File: config.mk
export PLATFORM = sky130hd
export DESIGN_NAME = cmos_pixel_capture_flat
export DESIGN_NICKNAME = d
export VERILOG_FILES = /design/src/rtl/cmos_pixel_capture_if.sv /design/src/rtl/cmos_pixel_capture.sv /design/src/flat_wrapper.sv
export SDC_FILE = /design/constraint.sdc
export NUM_CORES = 1
export LEC_CHECK = 0
export ABC_AREA = 1
export CAP_MARGIN = 20
export CELL_PAD_IN_SITES_DETAIL_PLACEMENT = 2
export CELL_PAD_IN_SITES_GLOBAL_PLACEMENT = 2
export CORE_AREA = 2 2 186 188
export DETAILED_ROUTE_END_ITERATION = 10
export DIE_AREA = 0 0 188 190
export PLACE_DENSITY_LB_ADDON = 0.1
export SLEW_MARGIN = 40
export SYNTH_ARGS = -nofsm -noshare
export SYNTH_HDL_FRONTEND = slang
export SYNTH_SLANG_ARGS = --single-unit
File: constraint.sdc
create_clock -name clock -period 7.42 [get_ports clock]
set_input_delay 2.226 -clock clock [delete_from_list [all_inputs] [get_ports clock]]
set_output_delay 2.226 -clock clock [all_outputs]
set_load 0.01 [all_outputs]
File: src/rtl/cmos_pixel_capture_if.sv
// Pixel stream bundle between the camera capture front end and its consumer.
// Carries an RGB565 pixel tagged with its x/y position on a valid/ready handshake.
interface cmos_pixel_capture_if;
   logic        valid;
   logic        ready;
   logic [15:0] data;
   logic [8:0]  x;
   logic [7:0]  y;

   modport master (output valid, data, x, y, input ready);
   modport slave  (input valid, data, x, y, output ready);
endinterface

File: src/rtl/cmos_pixel_capture.sv
// CMOS camera capture: synchronises VSYNC/HREF/PCLK/data, pairs bytes into
// RGB565 pixels with x/y tags, and buffers them in a small FWFT FIFO.
module cmos_pixel_capture #(
   parameter int FRAME_WIDTH  = 320,
   parameter int FRAME_HEIGHT = 240,
   parameter int FIFO_DEPTH   = 8
) (
   input  logic                 clock,
   input  logic                 reset,
   input  logic                 io_cmosCam_verticalSync,
   input  logic                 io_cmosCam_horizontalRef,
   input  logic                 io_cmosCam_pixelclock,
   input  logic [7:0]           io_cmosCam_pixcelData,
   cmos_pixel_capture_if.master io_pixel,
   output logic                 io_frameStart,
   output logic                 io_frameDone,
   output logic                 io_overflow
);
   localparam int AW = (FIFO_DEPTH > 1) ? $clog2(FIFO_DEPTH) : 1;
   localparam logic [AW:0] DEPTH = (AW + 1)'(FIFO_DEPTH);

   typedef enum logic [1:0] {IDLE, WAIT_FRAME, ACTIVE} state_t;

   typedef struct packed {
      logic [15:0] data;
      logic [8:0]  x;
      logic [7:0]  y;
   } pixel_t;

   // [0],[1] form the synchroniser, [2] is the edge-detect delay
   logic [2:0] vsSync, hrefSync, pclkSync;
   logic [7:0] dataS1, dataS2;

   logic vsRise, vsFall, hrefRise, hrefFall, byteEvt;
   logic [7:0] byteQ;

   state_t state, stateNext;
   logic   startD, doneD;
   logic   phase;
   logic [7:0] hiByte;
   logic [8:0] x;
   logic [7:0] y;
   logic   pixStrobe;
   pixel_t pixReg;

   pixel_t          mem [FIFO_DEPTH];
   logic [AW-1:0]   wrPtr, rdPtr;
   logic [AW:0]     count;
   logic            inRange, push, pop, full, wrEn;
   pixel_t          head;

   always_ff @(posedge clock) begin
      if (reset) begin
         vsSync   <= '0;
         hrefSync <= '0;
         pclkSync <= '0;
         dataS1   <= '0;
         dataS2   <= '0;
         vsRise   <= 1'b0;
         vsFall   <= 1'b0;
         hrefRise <= 1'b0;
         hrefFall <= 1'b0;
         byteEvt  <= 1'b0;
         byteQ    <= '0;
      end else begin
         vsSync   <= {vsSync[1:0], io_cmosCam_verticalSync};
         hrefSync <= {hrefSync[1:0], io_cmosCam_horizontalRef};
         pclkSync <= {pclkSync[1:0], io_cmosCam_pixelclock};
         dataS1   <= io_cmosCam_pixcelData;
         dataS2   <= dataS1;
         vsRise   <= vsSync[1] & ~vsSync[2];
         vsFall   <= ~vsSync[1] & vsSync[2];
         hrefRise <= hrefSync[1] & ~hrefSync[2];
         hrefFall <= ~hrefSync[1] & hrefSync[2];
         byteEvt  <= pclkSync[1] & ~pclkSync[2] & hrefSync[1];
         byteQ    <= dataS2;
      end
   end

   always_comb begin
      stateNext = state;
      startD    = 1'b0;
      doneD     = 1'b0;
      unique case (state)
         IDLE: stateNext = WAIT_FRAME;
         WAIT_FRAME: begin
            if (vsFall) begin
               startD    = 1'b1;
               stateNext = ACTIVE;
            end
         end
         ACTIVE: begin
            // a fall here means the rise was missed: restart the frame
            if (vsFall) begin
               startD = 1'b1;
            end else if (vsRise) begin
               doneD     = 1'b1;
               stateNext = WAIT_FRAME;
            end
         end
         default: stateNext = IDLE;
      endcase
   end

   always_ff @(posedge clock) begin
      if (reset) begin
         state         <= IDLE;
         io_frameStart <= 1'b0;
         io_frameDone  <= 1'b0;
         phase         <= 1'b0;
         hiByte        <= '0;
         x             <= '0;
         y             <= '0;
         pixStrobe     <= 1'b0;
         pixReg        <= '0;
      end else begin
         state         <= stateNext;
         io_frameStart <= startD;
         io_frameDone  <= doneD;
         pixStrobe     <= 1'b0;
         if (hrefRise) begin
            x     <= '0;
            phase <= 1'b0;
         end else if (state == ACTIVE && byteEvt) begin
            if (!phase) begin
               hiByte <= byteQ;
               phase  <= 1'b1;
            end else begin
               pixReg    <= '{data: {hiByte, byteQ}, x: x, y: y};
               pixStrobe <= 1'b1;
               phase     <= 1'b0;
               if (x != 9'd511) x <= x + 9'd1;
            end
         end
         if (state == ACTIVE && hrefFall && y != 8'd255) y <= y + 8'd1;
         if (startD) y <= '0;
      end
   end

   assign inRange = (int'(pixReg.x) < FRAME_WIDTH) &&
                    (int'(pixReg.y) < FRAME_HEIGHT);
   assign push = pixStrobe && inRange;
   assign pop  = io_pixel.valid && io_pixel.ready;
   assign full = (count == DEPTH);
   // a pop in the same cycle frees the slot for a push into a full FIFO
   assign wrEn = push && (!full || pop);

   always_ff @(posedge clock) begin
      if (wrEn) mem[wrPtr] <= pixReg;
   end

   always_ff @(posedge clock) begin
      if (reset) begin
         wrPtr       <= '0;
         rdPtr       <= '0;
         count       <= '0;
         io_overflow <= 1'b0;
      end else begin
         if (wrEn) wrPtr <= wrPtr + AW'(1);
         if (pop) rdPtr <= rdPtr + AW'(1);
         unique case ({wrEn, pop})
            2'b10:   count <= count + (AW + 1)'(1);
            2'b01:   count <= count - (AW + 1)'(1);
            default: count <= count;
         endcase
         if (startD) io_overflow <= 1'b0;
         if (push && !wrEn) io_overflow <= 1'b1;
      end
   end

   assign head           = mem[rdPtr];
   assign io_pixel.valid = (count != '0);
   assign io_pixel.data  = io_pixel.valid ? head.data : '0;
   assign io_pixel.x     = io_pixel.valid ? head.x : '0;
   assign io_pixel.y     = io_pixel.valid ? head.y : '0;
endmodule
File: src/flat_wrapper.sv
// flat-port wrapper written by rule: the top's interface ports become plain ports
module cmos_pixel_capture_flat 
#(
   parameter int FRAME_WIDTH  = 320,
   parameter int FRAME_HEIGHT = 240,
   parameter int FIFO_DEPTH   = 8
)
  (clock, reset, io_cmosCam_verticalSync, io_cmosCam_horizontalRef, io_cmosCam_pixelclock, io_cmosCam_pixcelData, io_frameStart, io_frameDone, io_overflow, io_pixel_valid, io_pixel_data, io_pixel_x, io_pixel_y, io_pixel_ready);
  cmos_pixel_capture_if io_pixel_i ();
  input  logic clock;
  input  logic reset;
  input  logic io_cmosCam_verticalSync;
  input  logic io_cmosCam_horizontalRef;
  input  logic io_cmosCam_pixelclock;
  input  logic [7:0] io_cmosCam_pixcelData;
  output logic io_frameStart;
  output logic io_frameDone;
  output logic io_overflow;
  output wire logic [$bits(io_pixel_i.valid)-1:0] io_pixel_valid;
  output wire logic [$bits(io_pixel_i.data)-1:0] io_pixel_data;
  output wire logic [$bits(io_pixel_i.x)-1:0] io_pixel_x;
  output wire logic [$bits(io_pixel_i.y)-1:0] io_pixel_y;
  input wire logic [$bits(io_pixel_i.ready)-1:0] io_pixel_ready;
  assign io_pixel_valid = io_pixel_i.valid;
  assign io_pixel_data = io_pixel_i.data;
  assign io_pixel_x = io_pixel_i.x;
  assign io_pixel_y = io_pixel_i.y;
  assign io_pixel_i.ready = io_pixel_ready;
  cmos_pixel_capture #(.FRAME_WIDTH(FRAME_WIDTH), .FRAME_HEIGHT(FRAME_HEIGHT), .FIFO_DEPTH(FIFO_DEPTH)) u_core (.clock(clock), .reset(reset), .io_cmosCam_verticalSync(io_cmosCam_verticalSync), .io_cmosCam_horizontalRef(io_cmosCam_horizontalRef), .io_cmosCam_pixelclock(io_cmosCam_pixelclock), .io_cmosCam_pixcelData(io_cmosCam_pixcelData), .io_pixel(io_pixel_i), .io_frameStart(io_frameStart), .io_frameDone(io_frameDone), .io_overflow(io_overflow));
endmodule
; Word level (Yosys, flattened, before mapping)
; Memories as Yosys holds them, arrays and structs flattened. A register that Yosys moved wholly into a read port is not among the register bits.
; Index checks and enable logic that the tools add are counted.
[totals]
ff_bits = 113
ram_bits = 264
in_bits = 14
output_inout_bits = 37
word_cells = 103
n_memories = 1
[classes]
addsub = 6
order_cmp = 2
n_eq_ne = 10
n_mux = 19
bitwise_logic = 15
n_reduce_logical = 24
[mem_list]
columns = name, words, word_bits, read_ports, rd_clocked_by_memory_dff, write_ports, line
row1 = u_core.mem, 8, 33, 1, 1, 1, cmos_pixel_capture.sv:46  ; pixel_t mem [FIFO_DEPTH];
[ops]
columns = cell, n
row1 = two-way mux 16 bit, 1
row2 = AND reduction 3 bit, 4
row3 = adder 9 x 1 -> 9 bit (second input constant), 1
row4 = less-than comparator 9 bit (second input constant), 1
row5 = two-way mux 1 bit, 9
row6 = two-way mux 9 bit, 1
row7 = inequality test 9 bit (second input constant), 1
row8 = NOT 1 bit, 9
row9 = adder 8 x 1 -> 8 bit (second input constant), 1
row10 = logical AND 1 bit, 8
row11 = less-than comparator 8 bit (second input constant), 1
row12 = two-way mux 8 bit, 1
row13 = inequality test 8 bit (second input constant), 1
row14 = case mux 4 bit (2 select lines), 1
row15 = adder 3 x 1 -> 3 bit (second input constant), 2
row16 = AND 1 bit, 6
row17 = two-way mux 2 bit, 3
row18 = two-way mux 3 bit, 2
row19 = case mux 2 bit (3 select lines), 1
row20 = OR reduction 2 bit, 3
row21 = OR reduction 3 bit, 2
row22 = adder 4 x 1 -> 4 bit (second input constant), 1
row23 = equality test 2 x 1 -> 1 bit (second input constant), 2
row24 = equality test 2 bit (second input constant), 2
row25 = other kinds (9), 12

; Longest topological paths before layout
[depth]
depth_word = 7
mapped_depth = 14

; Least setup slack after synthesis
; Ideal clock, no wire load.
[synth_timing]
kind = in2reg
from = in io_pixel_ready
to = mem u_core.mem[5][0] (netlist name) (enable)
setup_time_ns = 0.465
arrival_ns = 4.890
path_slack_ns = 2.066
cell_stages = 4
path_buffers = 0
cell_sequence = nor2_1 -> nand3_1 -> nand2_1 -> nor3_1
[synth_via]
elab_chain_cells = 5
[synth_rtl]
columns = item, line
row1 = "start, declared", flat_wrapper.sv:23  ; input wire logic [$bits(io_pixel_i.ready)-1:0] io_pixel_ready;
row2 = logical AND 1 bit, cmos_pixel_capture.sv:143  ; assign pop = io_pixel.valid && io_pixel.ready;
row3 = logical OR 1 bit, cmos_pixel_capture.sv:146  ; assign wrEn = push && (!full || pop);
row4 = logical AND 1 bit, cmos_pixel_capture.sv:146
row5 = two-way mux 1 bit, cmos_pixel_capture.sv:149  ; if (wrEn) mem[wrPtr] <= pixReg;
row6 = two-way mux 1 bit (implied by the code), cmos_pixel_capture.sv:149
row7 = "end, declared", cmos_pixel_capture.sv:46
; Every way passes these cells.

==> results_dict.tcl <==
set metrics [dict create \
    max_freq_ghz 0.175 \
    dr.pass1.iters 5 \
    p_leak_nw 6.30 \
    antenna_found_initial 0 \
    worst-slew-pin-transition_ns 0.820 \
    drive_gt1_frac 0.0713 \
    holdWs_ns 0.404 \
    holdBufCountCts 0 \
    critPathLaunchType "flop" \
    h-tree-depth 2 \
    grt_overflow 0 \
    min_path_type "reg -> reg" \
    finalNetCount 1395 \
    placed_area_mm2 0.0155 \
    viasPerCell 5.42 \
    grtUsageTotal 0.242 \
    arrival_ns 3.50 \
    cts_resized 0 \
    p_seq_frac 0.405 \
    grt_pass1_wl_um 66300 \
    tns_ns 0 \
    outcome "finished clean" \
    syn_to_final_growth_pct 15.3 \
    wl_um 42000 \
    synth.area.top_cells "edfxtp_1, dfxtp_1, nor2_1" \
    dieArea_mm2 0.0357 \
    clock-sinks 380 \
    synth_top_area_share 0.544 \
    n_antenna_cell 0 \
    slew_headroom 0.453 \
    cts_post_setup_buffers_inserted 0 \
    synth_area_mm2 0.0146 \
    postRouteAntennaNets 0 \
    crit_slowest_cell "dfxtp_4" \
    drt_iter0_drc 646 \
    fin_skew_ns 0.00801 \
    drc_errors 0 \
    grt_start_max_net_pins 75 \
    wl_per_cell_um 22.6 \
    rows 68 \
    vias 10100 \
    period_minus_slack_ns 5.73 \
    syn_nets 1351 \
    die-width_um 188 \
    fin_area_mm2 0.0168 \
    setup_viol 0 \
    crit_required_ns 5.19 \
    path_class "reg -> out" \
    cap_violations 0 \
    cts_buffers 42 \
    synth.yosys.seq_area_share 0.703 \
    fin_total_pwr_mw 5.78 \
    start_util 0.430 \
    yosys_warnings 0 \
    clock_path_buffers 3 \
    stdcell_count 1858 \
    clk_latency_ns 0.53 \
    report.final.slew_viol_count 0 \
    path_cells "buf_4 -> o21ai_0 -> o22ai_1 -> nor2_1 -> nor2_1 -> clkdlybuf4s50_1" \
    dp.cells 1780 \
    cpPeakStageDelay_ns 0.79 \
    io_pins 51 \
    root_buffer "clkbuf_16" \
    cts_tree "yes" \
    switching_share 0.318 \
    crit_buf_inv 2 \
    power_frac_comb 0.261 \
    worstPathMaxFanout 74 \
    power_density_mw_per_mm2 344 \
    grt_pass1_vias 11300 \
    critPathTopFamily "buffers and inverters" \
    place_hpwl_um 24200 \
    core_mm2 0.0339 \
    synth_cell_types 31 \
    hold_violations 0 \
    period_share 0.772 \
    ys_seq_elements 380 \
    p_int_mw 3.95 \
    rsz0062_at_grt "false" \
    clk_pin_slew_ns 0.06 \
    portBuffers 50 \
    crit_path_end_kind "output port" \
    clock_power_share 0.334 \
    power_switching_mw 1.84 \
    die_h_um 190 \
    syn_avg_cell_area_um2 11.0 \
    yosys.area.top_type "edfxtp_1" \
    synth_cells 1326 \
    timing.critical_path.mode_cell "nor2_1" \
    peakVddDrop_v 0.000254 \
    place.gp.congestion 0.728 \
]
-- cell type report --
cell class | instances | area [um2]
clock buffer | 62 | 1200
tap | 455 | 569
multi-input combinational | 798 | 3750
sequential | 380 | 10300
inverter | 80 | 307
clock inverter | 15 | 81.3
timing repair buffer | 68 | 651
fill | 3375 | 17100
-- power groups by stage --
stage / combinational, mW / sequential, mW / clock [mW]
final: 1.51 / 2.34 / 1.93
after global routing: 1.69 / 2.35 / 2.06
after CTS: 1.54 / 2.34 / 1.97
after detailed placement: 1.52 / 2.38 / 0
after global placement: 1.43 / 2.38 / 0
after floorplan: 0.951 / 2.33 / 0
-- kinds of logic (layout without fill, tap and decap cells) --
family / Yosys count / in the layout / share of synthesized area
buffers and inverters: 148 / 225 / 0.0436
and+or+nand+nor: 488 / 488 / 0.131
DFF: 380 / 380 / 0.703
AOI/OAI and AO/OA: 293 / 293 / 0.110
xor gates and xnor gates: 6 / 6 / 0.00360
adders and majority gates: 11 / 11 / 0.00944
-- cells in the mapped netlist (all sizes together) --
cell type	instances
xnor2	2
nand3	16
clkbuf	37
o21a	1
xor2	4
buf	31
and3	1
o22ai	33
edfxtp	264
o211ai	33
a21oi	34
inv	80
nor4	1
nor3	12
o21ai	190
ha	11
nand2	94
nand4	3
a211oi	1
nor2	361
a22o	1
dfxtp	116
-- worst paths after layout --
kind,startpoint,endpoint,slack (ns),depth (start not counted)
worst max-delay path,flop,io_pixel_data[4],1.69,6
worst min-delay path,u_core.pclkSync[2]$_SDFF_PP0_,u_core.byteEvt$_SDFF_PP0_,0.40,1
worst max register to register,u_core.pixReg[14]$_SDFFE_PP0P_,u_core.mem[0][3]$_DFFE_PP_,4.33,6
worst min register to register,u_core.pclkSync[2]$_SDFF_PP0_,u_core.byteEvt$_SDFF_PP0_,0.40,1
-- through the flow --
| step | util | setup WS [ns] |
|---|---|---|
| final | 0.495 | 1.69 |
| after global routing | 0.495 | 1.48 |
| after global placement | 0.457 | 2.03 |
| after CTS | 0.495 | 1.66 |
| after detailed placement | 0.457 | 2.29 |
| after floorplan | - | 2.07 |
-- sequential cells by signal (all words and copies together) (netlist names), 4 cells and up, named ones only --
signal	flops
u_core.byteQ	8
u_core.count	4
u_core.dataS1	8
u_core.dataS2	8
u_core.hiByte	8
u_core.mem	264
u_core.pixReg	33
u_core.x	9
u_core.y	8
-- cell usage in the layout (no fill, tap or decap), types with 34 or more instances in the layout --
cell             synthesis  layout
nor2_1                 360     356
edfxtp_1               264     264
o21ai_0                140     140
dfxtp_1                116     113
nand2_1                 92      92
inv_1                   78      77
o21ai_1                 50      50
clkdlybuf4s50_1          0      49
clkbuf_16                0      43
a21oi_1                 34      34
-- layer usage --
layer,up-vias,global-route usage,share of wire
met3,64,0.0286,0.029
met5,-,0,0
met2,161,0.432,0.51
met4,0,0.0621,0.019
met1,5201,0.313,0.44
li1,4643,-,-
Note: power is estimated with default switching activity, not from simulation.
==> RTL change: new RTL, config.mk and constraints unchanged <==
`FIFO_DEPTH` is set to 8 in 2 places; all go to 4.
--- a/src/rtl/cmos_pixel_capture.sv
+++ b/src/rtl/cmos_pixel_capture.sv
@@ -4,5 +4,5 @@
    parameter int FRAME_WIDTH  = 320,
    parameter int FRAME_HEIGHT = 240,
-   parameter int FIFO_DEPTH   = 8
+   parameter int FIFO_DEPTH   = 4
 ) (
    input  logic                 clock,
--- a/src/flat_wrapper.sv
+++ b/src/flat_wrapper.sv
@@ -4,5 +4,5 @@
    parameter int FRAME_WIDTH  = 320,
    parameter int FRAME_HEIGHT = 240,
-   parameter int FIFO_DEPTH   = 8
+   parameter int FIFO_DEPTH   = 4
 )
   (clock, reset, io_cmosCam_verticalSync, io_cmosCam_horizontalRef, io_cmosCam_pixelclock, io_cmosCam_pixcelData, io_frameStart, io_frameDone, io_overflow, io_pixel_valid, io_pixel_data, io_pixel_x, io_pixel_y, io_pixel_ready);
Behaviour: same outputs for any inputs over 10 cycles, from zero or initial values and one cycle with reset high; that may be too few to reach the edited logic, so the function may still have changed.
==> RTL change against the original RTL <==
Maximum frequency up 10%; final area fell by 34%; non-clock buffer count is 9 lower; total power decreased by 45%; via count fell by 36%; setup slack gained 0.53 ns; global-route usage is 11 points lower; wire length down 44%; area after synthesis fell by 37%; final cell count shrank 22%; sequential cell count fell by 136.
==> RTL change: results (changes against the original RTL) <==
outcome = finished clean (unchanged)
Worst Hold Slack = 0.3862 ns (was 0.4043 ns)
DP Wirelength = 14680 um (was 24190 um)
crit-path max cell delay = 0.58 ns (was 0.79 ns)
Clock Skews = 0.009760 ns (was 0.008009 ns)
Top Registers = u_core.mem x132, u_core.pixReg x33, u_core.x x9 (was u_core.mem x264, u_core.pixReg x33, u_core.x x9)
Post-synth top cells = 261 x nor2_1, 132 x edfxtp_1, 117 x o21ai_0, 112 x dfxtp_1, 75 x inv_1 (was 360 x nor2_1, 264 x edfxtp_1, 140 x o21ai_0, 116 x dfxtp_1, 92 x nand2_1)
DR vias/cell = 4.458 (was 5.419)
Num CTS Buffers = 28 (was 42)
max reg flops = 132 (was 264)
sw power = 0.7418 mW (was 1.837 mW)
first-pass GRT wire length = 38430 um (was 66330 um)
grt met1 use = 18.70% (was 31.29%)
largest net degree at the start of global routing = 67 (was 75)
H-tree Lvls = 1 (was 2)
vias in the first global route = 6860 (was 11250)
critical path endpoint = io_pixel_x[8] (was io_pixel_data[4])
met3 track demand over resource = 1.826% (was 2.859%)
worst vdd ir = 167.8 uV (was 254.5 uV)
Net count, final = 990 (was 1395)
static leakage = 3.936 nW (was 6.302 nW)
GRT Overall Usage = 13.46% (was 24.17%)
DRT iter0 DRCs = 269 (was 646)
Pwr Total = 3.157 mW (was 5.783 mW)
Largest delay share family, worst path = buffers and inverters (unchanged)
ranking of synthesized cells by area = edfxtp_1 43%, dfxtp_1 24%, nor2_1 11%, o21ai_0 6.4%, a21oi_1 3.5% (was edfxtp_1 54%, dfxtp_1 16%, nor2_1 9.3%, o21ai_0 4.8%, nand2_1 2.4%)
Seq group = 1.44 mW (was 2.34 mW)
drt pass-1 iters = 6 (was 5)
slowest stage cell on the critical path = clkdlybuf4s50_1 (was dfxtp_4)
met2 GRT Util = 22.30% (was 43.20%)
R2R setup slack = 4.48 ns (was 4.33 ns)
highest clock rate = 0.1924 GHz (was 0.1745 GHz)
CP arrival = 2.97 ns (was 3.50 ns)
Critical R2R Capture = u_core.mem[2][25]$_DFFE_PP_ (was u_core.mem[0][3]$_DFFE_PP_)
Fill cells = 3665 (was 3375)
sequential share of the synthesized area = 67.57% (was 70.29%)
WL/cell = 16.40 um (was 22.62 um)
Worst Tran Pin Value = 0.7871 ns (was 0.8204 ns)
layout cells sized above 1 = 6.694% (was 7.128%)
xor and xnor area share after synthesis = 0.1907% (was 0.3604%)
routability-driven placement congestion ratio = 0.6793 (was 0.7275)
largest driver fanout on the critical path = 34 (was 74)
path depth of the worst reg2reg path = 4 (was 6)
count of different cell masters after synthesis = 24 (was 31)
Synth Area in Adders = 1.716% (was 0.9438%)
dpl ws = 2.629 ns (was 2.288 ns)
==> RTL change: cell types whose count changed after synthesis, sizes merged, moves of 6 or more <==
cell,change
nor2,-97
buf,-12
nor3,-6
clkbuf,-15
o21ai,-73
edfxtp,-132
o22ai,-33
o211ai,-33
a21oi,+31
nand2,-33
==> RTL change: layout make-up <==
class                      count  area, um^2  area share [%]
inverter                      78       295.3           2.659
clock buffer                  38       779.5           7.019
multi-input combinational    553        2539           22.86
tap                          455       569.3           5.126
clock inverter                14       146.4           1.318
sequential                   244        6211           55.93
timing repair buffer          59       565.5           5.092
==> RTL change: stage by stage <==
stage               cell area (um^2)  cells
floorplan                       9185    916
global placement               10170   1389
detailed placement             10180   1389
CTS                            11100   1441
global route                   11110   1441
finish                         11110   1441
==> RTL change: layer usage <==
layer / routed length [um] / vias up
met2: 10780 / 68
met1: 11840 / 3192
met3: 626 / 33
li1: - / 3131
met5: 0 / -
met4: 393 / 0
